**src/rtl/note_detector.sv**
```systemverilog
// Tone recognizer: measures AUDIO_IN half-periods and locks onto one of four
// notes after LOCK_N consecutive matching half-periods.
module note_detector #(
    parameter int HP0     = 13514,
    parameter int HP1     = 11363,
    parameter int HP2     = 9020,
    parameter int HP3     = 7584,
    parameter int TOL     = 64,
    parameter int LOCK_N  = 4,
    parameter int TIMEOUT = 16383
) (
    input  logic       CLK,
    input  logic       RST_N,
    input  logic       AUDIO_IN,
    output logic [1:0] NOTE_OUT,
    output logic       NOTE_VALID,
    output logic       NOTE_CHANGE,
    output logic       SAMPLE_ERR
);

    // state   | meaning
    // IDLE    | no reference edge yet (after reset or timeout)
    // ACQUIRE | measuring, counting consecutive matches of cand
    // LOCKED  | NOTE_OUT is being received
    typedef enum logic [1:0] {
        IDLE    = 2'd0,
        ACQUIRE = 2'd1,
        LOCKED  = 2'd2
    } state_t;

    localparam int CW = $clog2(TIMEOUT + 1);
    localparam int MW = (LOCK_N < 2) ? 1 : $clog2(LOCK_N + 1);
    localparam int HP [4] = '{HP0, HP1, HP2, HP3};

    state_t          state;
    logic            sync1, sync2, hist;
    logic            edge_p;
    logic [CW-1:0]   cnt;
    logic [MW-1:0]   mc, mc_new;
    logic [1:0]      cand, k;
    logic            hit, lock_now, timeout;
    int              h;

    assign edge_p = sync2 ^ hist;

    // cnt holds the number of cycles elapsed since the last edge, so on an
    // edge it is the measured half-period directly.
    always_comb begin
        h   = int'(cnt);
        hit = 1'b0;
        k   = 2'd0;
        for (int i = 3; i >= 0; i--) begin
            if (h >= HP[i] - TOL && h <= HP[i] + TOL) begin
                hit = 1'b1;
                k   = 2'(i);
            end
        end
        mc_new   = (state == ACQUIRE && (k == cand || mc == '0)) ? mc + 1'b1 : MW'(1);
        lock_now = int'(mc_new) >= LOCK_N;
        timeout  = h >= TIMEOUT;
    end

    always_ff @(posedge CLK or negedge RST_N) begin
        if (!RST_N) begin
            state       <= IDLE;
            sync1       <= 1'b0;
            sync2       <= 1'b0;
            hist        <= 1'b0;
            cnt         <= '0;
            mc          <= '0;
            cand        <= 2'd0;
            NOTE_OUT    <= 2'd0;
            NOTE_VALID  <= 1'b0;
            NOTE_CHANGE <= 1'b0;
            SAMPLE_ERR  <= 1'b0;
        end else begin
            sync1       <= AUDIO_IN;
            sync2       <= sync1;
            hist        <= sync2;
            NOTE_CHANGE <= 1'b0;
            SAMPLE_ERR  <= 1'b0;

            if (edge_p) begin
                cnt <= CW'(1);
            end else if (cnt != {CW{1'b1}}) begin
                cnt <= cnt + 1'b1;
            end

            if (edge_p) begin
                case (state)
                    IDLE: begin
                        state <= ACQUIRE;
                        mc    <= '0;
                    end
                    default: begin
                        if (!hit) begin
                            state      <= ACQUIRE;
                            mc         <= '0;
                            NOTE_VALID <= 1'b0;
                            SAMPLE_ERR <= !SAMPLE_ERR;
                        end else if (state == LOCKED && k == NOTE_OUT) begin
                            state <= LOCKED;
                        end else if (lock_now) begin
                            state       <= LOCKED;
                            cand        <= k;
                            mc          <= '0;
                            NOTE_OUT    <= k;
                            NOTE_VALID  <= 1'b1;
                            NOTE_CHANGE <= !NOTE_CHANGE;
                        end else begin
                            state      <= ACQUIRE;
                            cand       <= k;
                            mc         <= mc_new;
                            NOTE_VALID <= 1'b0;
                        end
                    end
                endcase
            end else if (timeout && state != IDLE) begin
                state      <= IDLE;
                mc         <= '0;
                NOTE_VALID <= 1'b0;
            end
        end
    end

endmodule

```
**config.mk**
```make
export PLATFORM = sky130hd
export DESIGN_NAME = note_detector
export DESIGN_NICKNAME = d
export VERILOG_FILES = /design/src/rtl/note_detector.sv
export SDC_FILE = /design/constraint.sdc
export NUM_CORES = 1
export LEC_CHECK = 0
export ABC_AREA = 1
export ABC_CLOCK_PERIOD_IN_PS = 1960
export BUFFER_PORTS_ARGS = -buffer_cell sky130_fd_sc_hd__buf_2
export CAP_MARGIN = 30
export CORE_UTILIZATION = 55
export DETAILED_ROUTE_END_ITERATION = 8
export PLACE_DENSITY = 0.87
export SETUP_SLACK_MARGIN = 0.02
export SLEW_MARGIN = 10
export SYNTH_ARGS = -nofsm -noshare
export SYNTH_HDL_FRONTEND = slang
export SYNTH_SLANG_ARGS = --single-unit
```
**constraint.sdc**
```tcl
create_clock -name CLK -period 1.96 [get_ports CLK]
set_input_delay 0 -clock CLK [delete_from_list [all_inputs] [get_ports CLK]]
set_output_delay 0 -clock CLK [all_outputs]
set_load 0.01 [all_outputs]
```
==> out/results.txt, run 1 <==
outcome: finished with violations
failing checks: setup timing
RSZ-0062 raised after global routing: true
Slew HR: 0.560
global-route usage over all layers: 0.267
adder-cell share of the synthesized area: 0.0277
Core Region: 0.00308 mm²
DP Wirelength: 3130 µm
simple logic cell fraction of the synthesized area: 0.353
Yosys warning total: 0
Mean Syn Cell Area: 7.26 µm²
commonest non-fill, non-tap cell in the layout: nand2_1
Starting Density: 0.587
CP Data Arrival Time: 2320 ps
# IOs: 8
mux share of post-synthesis cell area: 0
Clock Latency Late Sink: 350 ps
post-synthesis compound-gate area fraction: 0.120
final WL: 5020 µm
total of max-cap violations: 0
Layout area overhead: 24.9%
FF+latch count, synth: 29
antenna cell count: 0
reg2reg path depth: 11
DRC Markers: 0
reg2reg end: mc[0]
kind of critical path: reg2reg
Post-DP Area: 0.00202 mm²
Max Fclk: 487 MHz
CTS Buf Count: 5
initial detailed-routing violation count: 103
Setup crit end: mc[0]
via/cell ratio: 5.46
most frequent cells in the layout: nand2_1, inv_1, dfrtp_1
Synth Area in XOR/XNOR: 0.00970
Reg clk slew, reported paths: 100 ps
share of cells above drive strength 1: 0.325
Setup violations, final: 8
Hold Crit Class: in2async
crit path launch: cnt[9]
leakage power: 0.00110 µW
initial antenna violation count: 0
share of the yosys chip area belonging to registers: 0.402
max-slew violations: 0
clock tree sinks: 29
CTS H-tree lvls: 2
Routed Antenna Nets: 0
WP data required: 2230 ps
Post-Syn Instances: 249
Setup crit end kind: flip-flop
Power Density: 537 mW/mm²
Port-buffer cells: 7
RR Startpoint: cnt[9]
crit share post-route: 1.05
VDD IR max: 465 µV
register-to-register setup slack: -90 ps
synthesized area: 0.00181 mm²
Die Wd: 59.3 µm
die area: 0.00352 mm²
Max Buffers Root-to-Sink: 2
Least-Margin Pin Slew: 661 ps
clk root buf: clkbuf_4
Filler Cell Count: 208
largest family of logic cells by synthesized area: simple AND/OR/NAND/NOR gates
Setup Slack @ Placement: -84.8 ps
Synth Net Count: 256
Tmin final: 2050 ps
vias in the first global route: 1607
# nets final: 293
Rows: 20
count of cell types in the netlist: 30
Remaining Overflow, GRT: 0
WL per Instance: 15.2 µm
Die Span Y: 59.3 µm
RD Place Congestion: 0.936
via count: 1802
Final WS setup: -94.5 ps
first-pass GRT wire length: 6840 µm
final hold viol count: 0
CP Launch Type: flip-flop
post-route design area: 0.00226 mm²
Final Skew: 16.9 ps
CTS tree: done
first-pass iteration count of the detailed router: 4
largest net degree at the start of global routing: 30
CP Max Fanout: 7
## state kept, by name (all words and copies together), names as in the netlist
name / cells
hist: 1
NOTE_CHANGE: 1
SAMPLE_ERR: 1
NOTE_OUT: 2
sync1: 1
cand: 2
NOTE_VALID: 1
state: 2
sync2: 1
mc: 3
cnt: 14
## worst min path at each step
stage	start	end	depth (start not counted)
after floorplan	RST_N	NOTE_CHANGE	0
final	RST_N	cnt[11]	2
after global routing	RST_N	cnt[11]	2
after detailed placement	RST_N	cnt[8]	1
after CTS	RST_N	cnt[8]	2
after global placement	RST_N	cnt[10]	1
## metal layers
metal	GRT usage	part of all wire	vias to the layer above
met2	0.435	0.51	80
li1	-	-	875
met1	0.338	0.41	832
met5	0	0	-
met4	0.119	0.022	0
met3	0.0590	0.062	15
## repair_timing
action	4_1_cts	5_1_grt
setup endpoints to repair	9	17
setup buffers	1	4
hold buffers	2	0
endpoints found under the hold margin	30	0
resized for setup	5	34
pin swaps	3	7
## critical path: stages (launching register included)
cell and delay [ps]:
dfrtp_1 480, inv_1 230, nand2_1 80, nor2_1 110, nand4_1 120, a21oi_2 250
nor2_4 80, nor3_4 200, buf_4 150, buf_4 100, nand2_4 40, o21ai_1 110
## final cells by class
type | instances | area (µm²) | share of cell area
tap | 44 | 55.1 | 0.0244
timing repair buffer | 31 | 228 | 0.101
clock buffer | 7 | 55.1 | 0.0244
inverter | 41 | 154 | 0.0682
sequential | 29 | 729 | 0.323
multi-input combinational | 178 | 1030 | 0.459
## through the flow
| stage | TNS [ps] | std cells | total power, µW | hold WS, ps | utilization |
|---|---|---|---|---|---|
| after global placement | -124 | 316 | 806 | 49.9 | 0.657 |
| final | -538 | 330 | 1210 | 214 | 0.733 |
| after CTS | -73.4 | 326 | 1190 | 234 | 0.688 |
| after detailed placement | -286 | 316 | 811 | 58.1 | 0.657 |
| after global routing | -1960 | 330 | 1260 | 280 | 0.733 |
| after floorplan | 0 | 249 | 750 | -296 | - |
## cell families (layout without fill, tap and decap cells)
kind of cell	after synthesis	count (layout)
compound gates	39	39
simple gates	133	133
flops	29	29
fa+ha+maj	4	4
xor+xnor	2	2
buf+inv	42	79
## cells in the mapped netlist, drive strengths merged
library cell / n / area share
a211oi: 2 / 0.0083
nor2: 30 / 0.072
xor2: 1 / 0.0048
ha: 4 / 0.028
nand4: 4 / 0.022
nand3b: 1 / 0.0042
o221a: 1 / 0.0062
inv: 41 / 0.085
nor3: 8 / 0.040
and2: 1 / 0.0035
o31ai: 1 / 0.0042
a21oi: 12 / 0.033
nor4: 2 / 0.0069
a31oi: 1 / 0.0035
nand3: 18 / 0.053
clkbuf: 1 / 0.0021
o21ai: 22 / 0.065
dfrtp: 29 / 0.40
nand2: 69 / 0.15
xnor2: 1 / 0.0048
## where the power goes
part | internal (µW) | switching [µW] | leakage (µW) | total [µW]
registers | 621 | 23.0 | 0.000384 | 644
clock network | 169 | 214 | 0.0000314 | 383
logic | 62.9 | 122 | 0.000680 | 185
Note: power is estimated with default switching activity, not from simulation.
==> run 2: changes to the inputs <==
--- a/config.mk
+++ b/config.mk
@@ -11,6 +11,7 @@
 export CAP_MARGIN = 30
 export CORE_UTILIZATION = 55
 export DETAILED_ROUTE_END_ITERATION = 8
+export MAX_ROUTING_LAYER = met4
 export PLACE_DENSITY = 0.87
 export SETUP_SLACK_MARGIN = 0.02
 export SLEW_MARGIN = 10
==> run 2 against run 1 <==
Effect of this change:
- register-to-register slack lost 110 ps
- count of clock-buffer cells in the layout did not move
- clock power is 19% higher
- combinational power hardly changed
- largest cell class unchanged
- first-iteration DRC count rose by 19%
- the run still ends with setup timing left
==> out/results.txt, run 2 (synthesis results as in run 1) <==
Setup crit end kind: flip-flop (unchanged)
RR Startpoint: cnt[0] (was cnt[9])
Die Wd: 59.3 µm (unchanged)
M1 GR Usage: 0.353 (was 0.338)
die area: 0.00352 mm² (unchanged)
Hold WS: 210 ps (was 214 ps)
max-slew violations: 0 (unchanged)
max reg flops: 14 (unchanged)
Rows: 20 (unchanged)
Routed Antenna Nets: 0 (unchanged)
WL per Instance: 16.2 µm (was 15.2 µm)
CTS Buf Count: 5 (unchanged)
clk root buf: clkbuf_4 (unchanged)
Slew HR: 0.564 (was 0.560)
Final WS setup: -206 ps (was -94.5 ps)
CP max stage delay: 420 ps (was 480 ps)
CP cell instances: ha_4 -> nand3_1 -> nor2_2 -> nand2_1 -> nor2_2 -> nand2_1 -> inv_2 -> buf_4 -> a21oi_1 -> inv_1 -> nand2_2 -> o21ai_1 -> nand2_1 (was inv_1 -> nand2_1 -> nor2_1 -> nand4_1 -> a21oi_2 -> nor2_4 -> nor3_4 -> buf_4 -> buf_4 -> nand2_4 -> o21ai_1)
Reg clk slew, reported paths: 110 ps (was 100 ps)
Core Region: 0.00308 mm² (unchanged)
largest net degree at the start of global routing: 30 (unchanged)
CTS H-tree lvls: 2 (unchanged)
setup TNS: -884 ps (was -538 ps)
VDD IR max: 611 µV (was 465 µV)
Remaining Overflow, GRT: 0 (unchanged)
reg2reg end: NOTE_VALID (was mc[0])
Least-Margin Pin Slew: 653 ps (was 661 ps)
commonest non-fill, non-tap cell in the layout: nand2_1 (unchanged)
first-pass iteration count of the detailed router: 5 (was 4)
Critical-path top delay cell: dfrtp_1 (unchanged)
antenna cell count: 0 (unchanged)
met2 usage in global routing: 0.470 (was 0.435)
Power Density: 576 mW/mm² (was 537 mW/mm²)
register-to-register setup slack: -210 ps (was -90 ps)
Max Fclk: 462 MHz (was 487 MHz)
Biggest register: cnt (unchanged)
Most Frequent Cell on Critical Path: nand2_1 (was buf_4)
Final Skew: 14.6 ps (was 16.9 ps)
total of max-cap violations: 0 (unchanged)
final core occ: 0.726 (was 0.733)
Critical path buffers and inverters: 3 (unchanged)
RD Place Congestion: 1.01 (was 0.936)
Top Family by Delay on Critical Path: simple AND/OR/NAND/NOR gates (unchanged)
Stages on worst setup path: 13 (was 11)
DRC Markers: 0 (unchanged)
RSZ-0062 raised after global routing: true (unchanged)
Starting Density: 0.587 (unchanged)
total power: 1290 µW (was 1210 µW)
DP Wirelength: 3190 µm (was 3130 µm)
Filler Cell Count: 214 (was 208)
leakage power: 0.00109 µW (was 0.00110 µW)
crit path launch: cnt[0] (was cnt[9])
# IOs: 8 (unchanged)
Max Buffers Root-to-Sink: 2 (unchanged)
most frequent cells in the layout: nand2_1, inv_1, dfrtp_1 (unchanged)
CTS tree: done (unchanged)
Port-buffer cells: 7 (unchanged)
WP data required: 2200 ps (was 2230 ps)
CP Data Arrival Time: 2400 ps (was 2320 ps)
CP Launch Type: flip-flop (unchanged)
via count: 1856 (was 1802)
clock tree sinks: 29 (unchanged)
Die Span Y: 59.3 µm (unchanged)
global route hottest layer: met2 (unchanged)
vias in the first global route: 1735 (was 1607)
global-route usage over all layers: 0.294 (was 0.267)
first-pass GRT wire length: 7360 µm (was 6840 µm)
# nets final: 290 (was 293)
initial detailed-routing violation count: 123 (was 103)
reg2reg path depth: 13 (was 11)
Clock Latency Late Sink: 350 ps (about the same)
kind of critical path: reg2reg (unchanged)
crit share post-route: 1.11 (was 1.05)
Largest regs: cnt (14), mc (3) (unchanged)
via/cell ratio: 5.66 (was 5.46)
Setup crit end: NOTE_VALID (was mc[0])
CP Max Fanout: 4 (was 7)
Global Route met3 Usage: 0.0590 (unchanged)
initial antenna violation count: 0 (unchanged)
final hold viol count: 0 (unchanged)
Tmin final: 2170 ps (was 2050 ps)
Setup violations, final: 10 (was 8)
final WL: 5330 µm (was 5020 µm)
failing checks: setup timing (unchanged)
Layout area overhead: 23.7% (was 24.9%)
outcome: finished with violations (unchanged)
share of cells above drive strength 1: 0.310 (was 0.325)
Hold Crit Class: in2async (unchanged)
==> run 2: repair_timing <==
| action | CTS | global route |
|---|---|---|
| hold buffers | 2 | 0 |
| endpoints found under the setup margin | 10 | 18 |
| gates resized for setup | 4 | 29 |
| pin swaps | 3 | 10 |
| setup buffers | 2 | 3 |
| hold endpoints to repair | 30 | 0 |
==> run 2: layout make-up <==
| class | instances | area [µm²] | share of cell area |
|---|---|---|---|
| Clock buffer | 7 | 65.1 | 0.0291 |
| Clock inverter | 1 | 5.00 | 0.00224 |
| Inverter | 41 | 156 | 0.0700 |
| Multi-Input combinational cell | 178 | 1030 | 0.459 |
| Sequential cell | 29 | 729 | 0.326 |
| Tap cell | 44 | 55.1 | 0.0246 |
| Timing Repair Buffer | 28 | 198 | 0.0885 |
==> run 2: worst min path at each step <==
stage,start,end,slack (ps),cells past startpoint
after floorplan,RST_N,NOTE_CHANGE,-300,0
final,RST_N,cand[0],210,2
after detailed placement,RST_N,NOTE_OUT[1],60,1
after global placement,RST_N,hist,60,1
after global routing,RST_N,cand[0],280,2
after CTS,RST_N,NOTE_CHANGE,230,2
==> run 2: metrics by stage <==
stage                     cell area (µm²)  std cells  setup slack [ps]
after floorplan                      1810        249               144
after global placement               2000        313             -40.2
after detailed placement             2000        313             -75.4
after CTS                            2110        325             -17.9
after global routing                 2230        328              -321
final                                2230        328              -206
==> run 2: worst reg2reg max path: cells and delay by family (launching register included) <==
family                   cells  cell delay [ps]
AO/OA/AOI/OAI                2              310
adder cells (fa/ha/maj)      1              170
buffers and inverters        3              310
flip-flops                   1              420
AND/OR/NAND/NOR              7              840
==> run 2: power by group <==
| group | internal (µW) | switching, µW | total [µW] |
|---|---|---|---|
| registers | 622 | 26.9 | 649 |
| logic | 64.3 | 121 | 185 |
| clock network | 208 | 246 | 454 |
| total | 894 | 394 | 1290 |
==> run 2: metal layers <==
| metal | wire, µm | vias to the layer above |
|---|---|---|
| met1 | 2070 | 852 |
| met3 | 465 | 25 |
| met2 | 2600 | 112 |
| met5 | 0 | - |
| met4 | 192 | 0 |
| li1 | - | 867 |
==> run 3: changes to the inputs <==
--- a/config.mk
+++ b/config.mk
@@ -13,7 +13,7 @@
 export DETAILED_ROUTE_END_ITERATION = 8
 export MAX_ROUTING_LAYER = met4
 export PLACE_DENSITY = 0.87
-export SETUP_SLACK_MARGIN = 0.02
+export SETUP_SLACK_MARGIN = 0.3
 export SLEW_MARGIN = 10
 export SYNTH_ARGS = -nofsm -noshare
 export SYNTH_HDL_FRONTEND = slang
==> run 3 against run 2 <==
Effect of this change:
- the flow still finishes with violations (setup timing)
- clock power down 20%
- count of clock-buffer cells in the layout down 1
- non-clock buffer count up 17
- worst hold slack better by 0.96 ps
- combinational power up 4%
- cell count up 5.2%
- first-iteration DRC count up 15%
- sequential power about the same
- setup slack better by 79 ps
- critical endpoint is now mc[0]
- largest power group unchanged
==> out/results.txt, run 3 (synthesis results as in run 1) <==
outcome: finished with violations (unchanged)
failing checks: setup timing (unchanged)
CP Max Fanout: 4 (unchanged)
Layout area overhead: 35.6% (was 23.7%)
Critical path buffers and inverters: 2 (was 3)
final hold viol count: 0 (unchanged)
reg2reg path depth: 18 (was 13)
final WL: 5030 µm (was 5330 µm)
reg2reg end: mc[0] (was NOTE_VALID)
CP Data Arrival Time: 2330 ps (was 2400 ps)
register share of total power: 0.538 (was 0.504)
RSZ-0062 raised after global routing: true (unchanged)
switching share of power: 0.314 (was 0.306)
first-pass GRT wire length: 7650 µm (was 7360 µm)
global-route usage over all layers: 0.314 (was 0.294)
CTS tree: done (unchanged)
die area: 0.00352 mm² (unchanged)
Reg clk slew, reported paths: 100 ps (was 110 ps)
kind of critical path: reg2reg (unchanged)
Tmin final: 2090 ps (was 2170 ps)
RD Place Congestion: 0.958 (was 1.01)
Max Fclk: 479 MHz (was 462 MHz)
Die Span Y: 59.3 µm (unchanged)
final core occ: 0.796 (was 0.726)
register-to-register setup slack: -130 ps (was -210 ps)
Final WS setup: -127 ps (was -206 ps)
Rows: 20 (unchanged)
commonest non-fill, non-tap cell in the layout: nand2_1 (unchanged)
combinational power share: 0.160 (was 0.144)
Setup violations, final: 13 (was 10)
RR Startpoint: cnt[0] (unchanged)
via count: 1859 (was 1856)
Setup crit end kind: flip-flop (unchanged)
clk root buf: clkbuf_4 (unchanged)
initial detailed-routing violation count: 141 (was 123)
Final Skew: 12.4 ps (was 14.6 ps)
Filler Cell Count: 207 (was 214)
share of cells above drive strength 1: 0.409 (was 0.310)
# IOs: 8 (unchanged)
area of the multi-input gates: 0.00112 mm² (was 0.00103 mm²)
clock share of power: 0.302 (was 0.353)
Hold WS: 211 ps (was 210 ps)
post-route design area: 0.00245 mm² (was 0.00223 mm²)
DP Wirelength: 3260 µm (was 3190 µm)
Critical-path top delay cell: dfrtp_1 (unchanged)
Biggest register: cnt (unchanged)
P_int: 825 µW (was 894 µW)
CP cell instances: ha_2 -> nor2_1 -> nand2_1 -> nand2_1 -> nand2_1 -> nand2_1 -> nand2_1 -> nand2_2 -> nand2_2 -> buf_4 -> nand2_1 -> nand2_2 -> nor2_4 -> nand2_1 -> nand2_2 -> inv_2 -> nand2_1 -> o21ai_1 (was ha_4 -> nand3_1 -> nor2_2 -> nand2_1 -> nor2_2 -> nand2_1 -> inv_2 -> buf_4 -> a21oi_1 -> inv_1 -> nand2_2 -> o21ai_1 -> nand2_1)
initial antenna violation count: 0 (unchanged)
Max Buffers Root-to-Sink: 2 (unchanged)
largest net degree at the start of global routing: 30 (unchanged)
most frequent cells in the layout: nand2_1, buf_4, inv_1 (was nand2_1, inv_1, dfrtp_1)
Routed Antenna Nets: 0 (unchanged)
CTS H-tree lvls: 2 (unchanged)
Post-DP Area: 0.00206 mm² (was 0.00200 mm²)
Clock Latency Late Sink: 350 ps (about the same)
Port-buffer cells: 7 (unchanged)
antenna cell count: 0 (unchanged)
Least-Margin Pin Slew: 673 ps (was 653 ps)
CP Launch Type: flip-flop (unchanged)
max reg flops: 14 (unchanged)
CP max stage delay: 410 ps (was 420 ps)
NetSw: 378 µW (was 394 µW)
crit share post-route: 1.06 (was 1.11)
total of max-cap violations: 0 (unchanged)
max-slew violations: 0 (unchanged)
vias in the first global route: 1657 (was 1735)
CTS Buf Count: 5 (unchanged)
Core Region: 0.00308 mm² (unchanged)
first-pass iteration count of the detailed router: 5 (unchanged)
WL per Instance: 14.6 µm (was 16.2 µm)
Top Family by Delay on Critical Path: simple AND/OR/NAND/NOR gates (unchanged)
VDD IR max: 451 µV (was 611 µV)
# nets final: 307 (was 290)
leakage power: 0.00116 µW (was 0.00109 µW)
Remaining Overflow, GRT: 0 (unchanged)
WP data required: 2210 ps (was 2200 ps)
Largest regs: cnt (14), mc (3) (unchanged)
Slew HR: 0.551 (was 0.564)
Hold Crit Class: in2async (unchanged)
storage element area: 732 µm² (was 729 µm²)
Starting Density: 0.587 (unchanged)
clock tree sinks: 29 (unchanged)
DRC Markers: 0 (unchanged)
Most Frequent Cell on Critical Path: nand2_1 (unchanged)
via/cell ratio: 5.39 (was 5.66)
Power Density: 491 mW/mm² (was 576 mW/mm²)
Die Wd: 59.3 µm (unchanged)
## run 3: cell types whose count changed in the layout (fill, tap and decap cells not counted), sizes merged
cell | before | now
clkbuf | 7 | 6
clkinv | 1 | 2
buf | 26 | 43
## run 3: layout make-up
| class | instances | share of cell area |
|---|---|---|
| clock buffer | 6 | 0.0169 |
| multi-input combinational | 178 | 0.458 |
| sequential | 29 | 0.299 |
| tap | 44 | 0.0225 |
| inverter | 41 | 0.0638 |
| clock inverter | 2 | 0.00409 |
| timing repair buffer | 45 | 0.136 |
## run 3: stage by stage
stage | setup WS [ps] | setup TNS (ps) | cells | total power [µW]
floorplan | 205 | 0 | 249 | 751
global placement | 14.3 | 0 | 318 | 803
detailed placement | -38.6 | -39.4 | 318 | 810
CTS | -22.1 | -52.4 | 340 | 1180
global route | -242 | -2770 | 345 | 1250
finish | -127 | -952 | 345 | 1200
## run 3: worst max-delay path by stage
stage	start	endpoint	slack [ps]	cells after the start
floorplan	cnt[1]	state[0]	200	17
global placement	cnt[4]	state[0]	10	12
detailed placement	cnt[0]	state[0]	-40	15
CTS	cnt[1]	NOTE_OUT[0]	-20	16
global route	cnt[5]	NOTE_OUT[0]	-240	14
finish	cnt[0]	mc[0]	-130	18
## run 3: repair_timing
| action | CTS | global route |
|---|---|---|
| hold buffers | 2 | 0 |
| resized for setup | 27 | 34 |
| setup buffers | 12 | 5 |
| setup endpoints to repair | 19 | 26 |
| hold endpoints to repair | 30 | 0 |
| pin swaps | 13 | 20 |
## run 3: layer usage
layer,GRT usage,up-vias,routed length [µm]
met5,-,-,0
met4,0.160,0,148
met3,0.0721,19,291
met2,0.464,75,2450
met1,0.401,856,2140
li1,-,909,-
## run 3: power groups by stage
stage	Clock, µW	Sequential (µW)	Combinational, µW
after floorplan	0	649	101
final	363	648	193
after detailed placement	0	652	157
after CTS	363	643	175
after global routing	392	651	210
after global placement	0	650	153
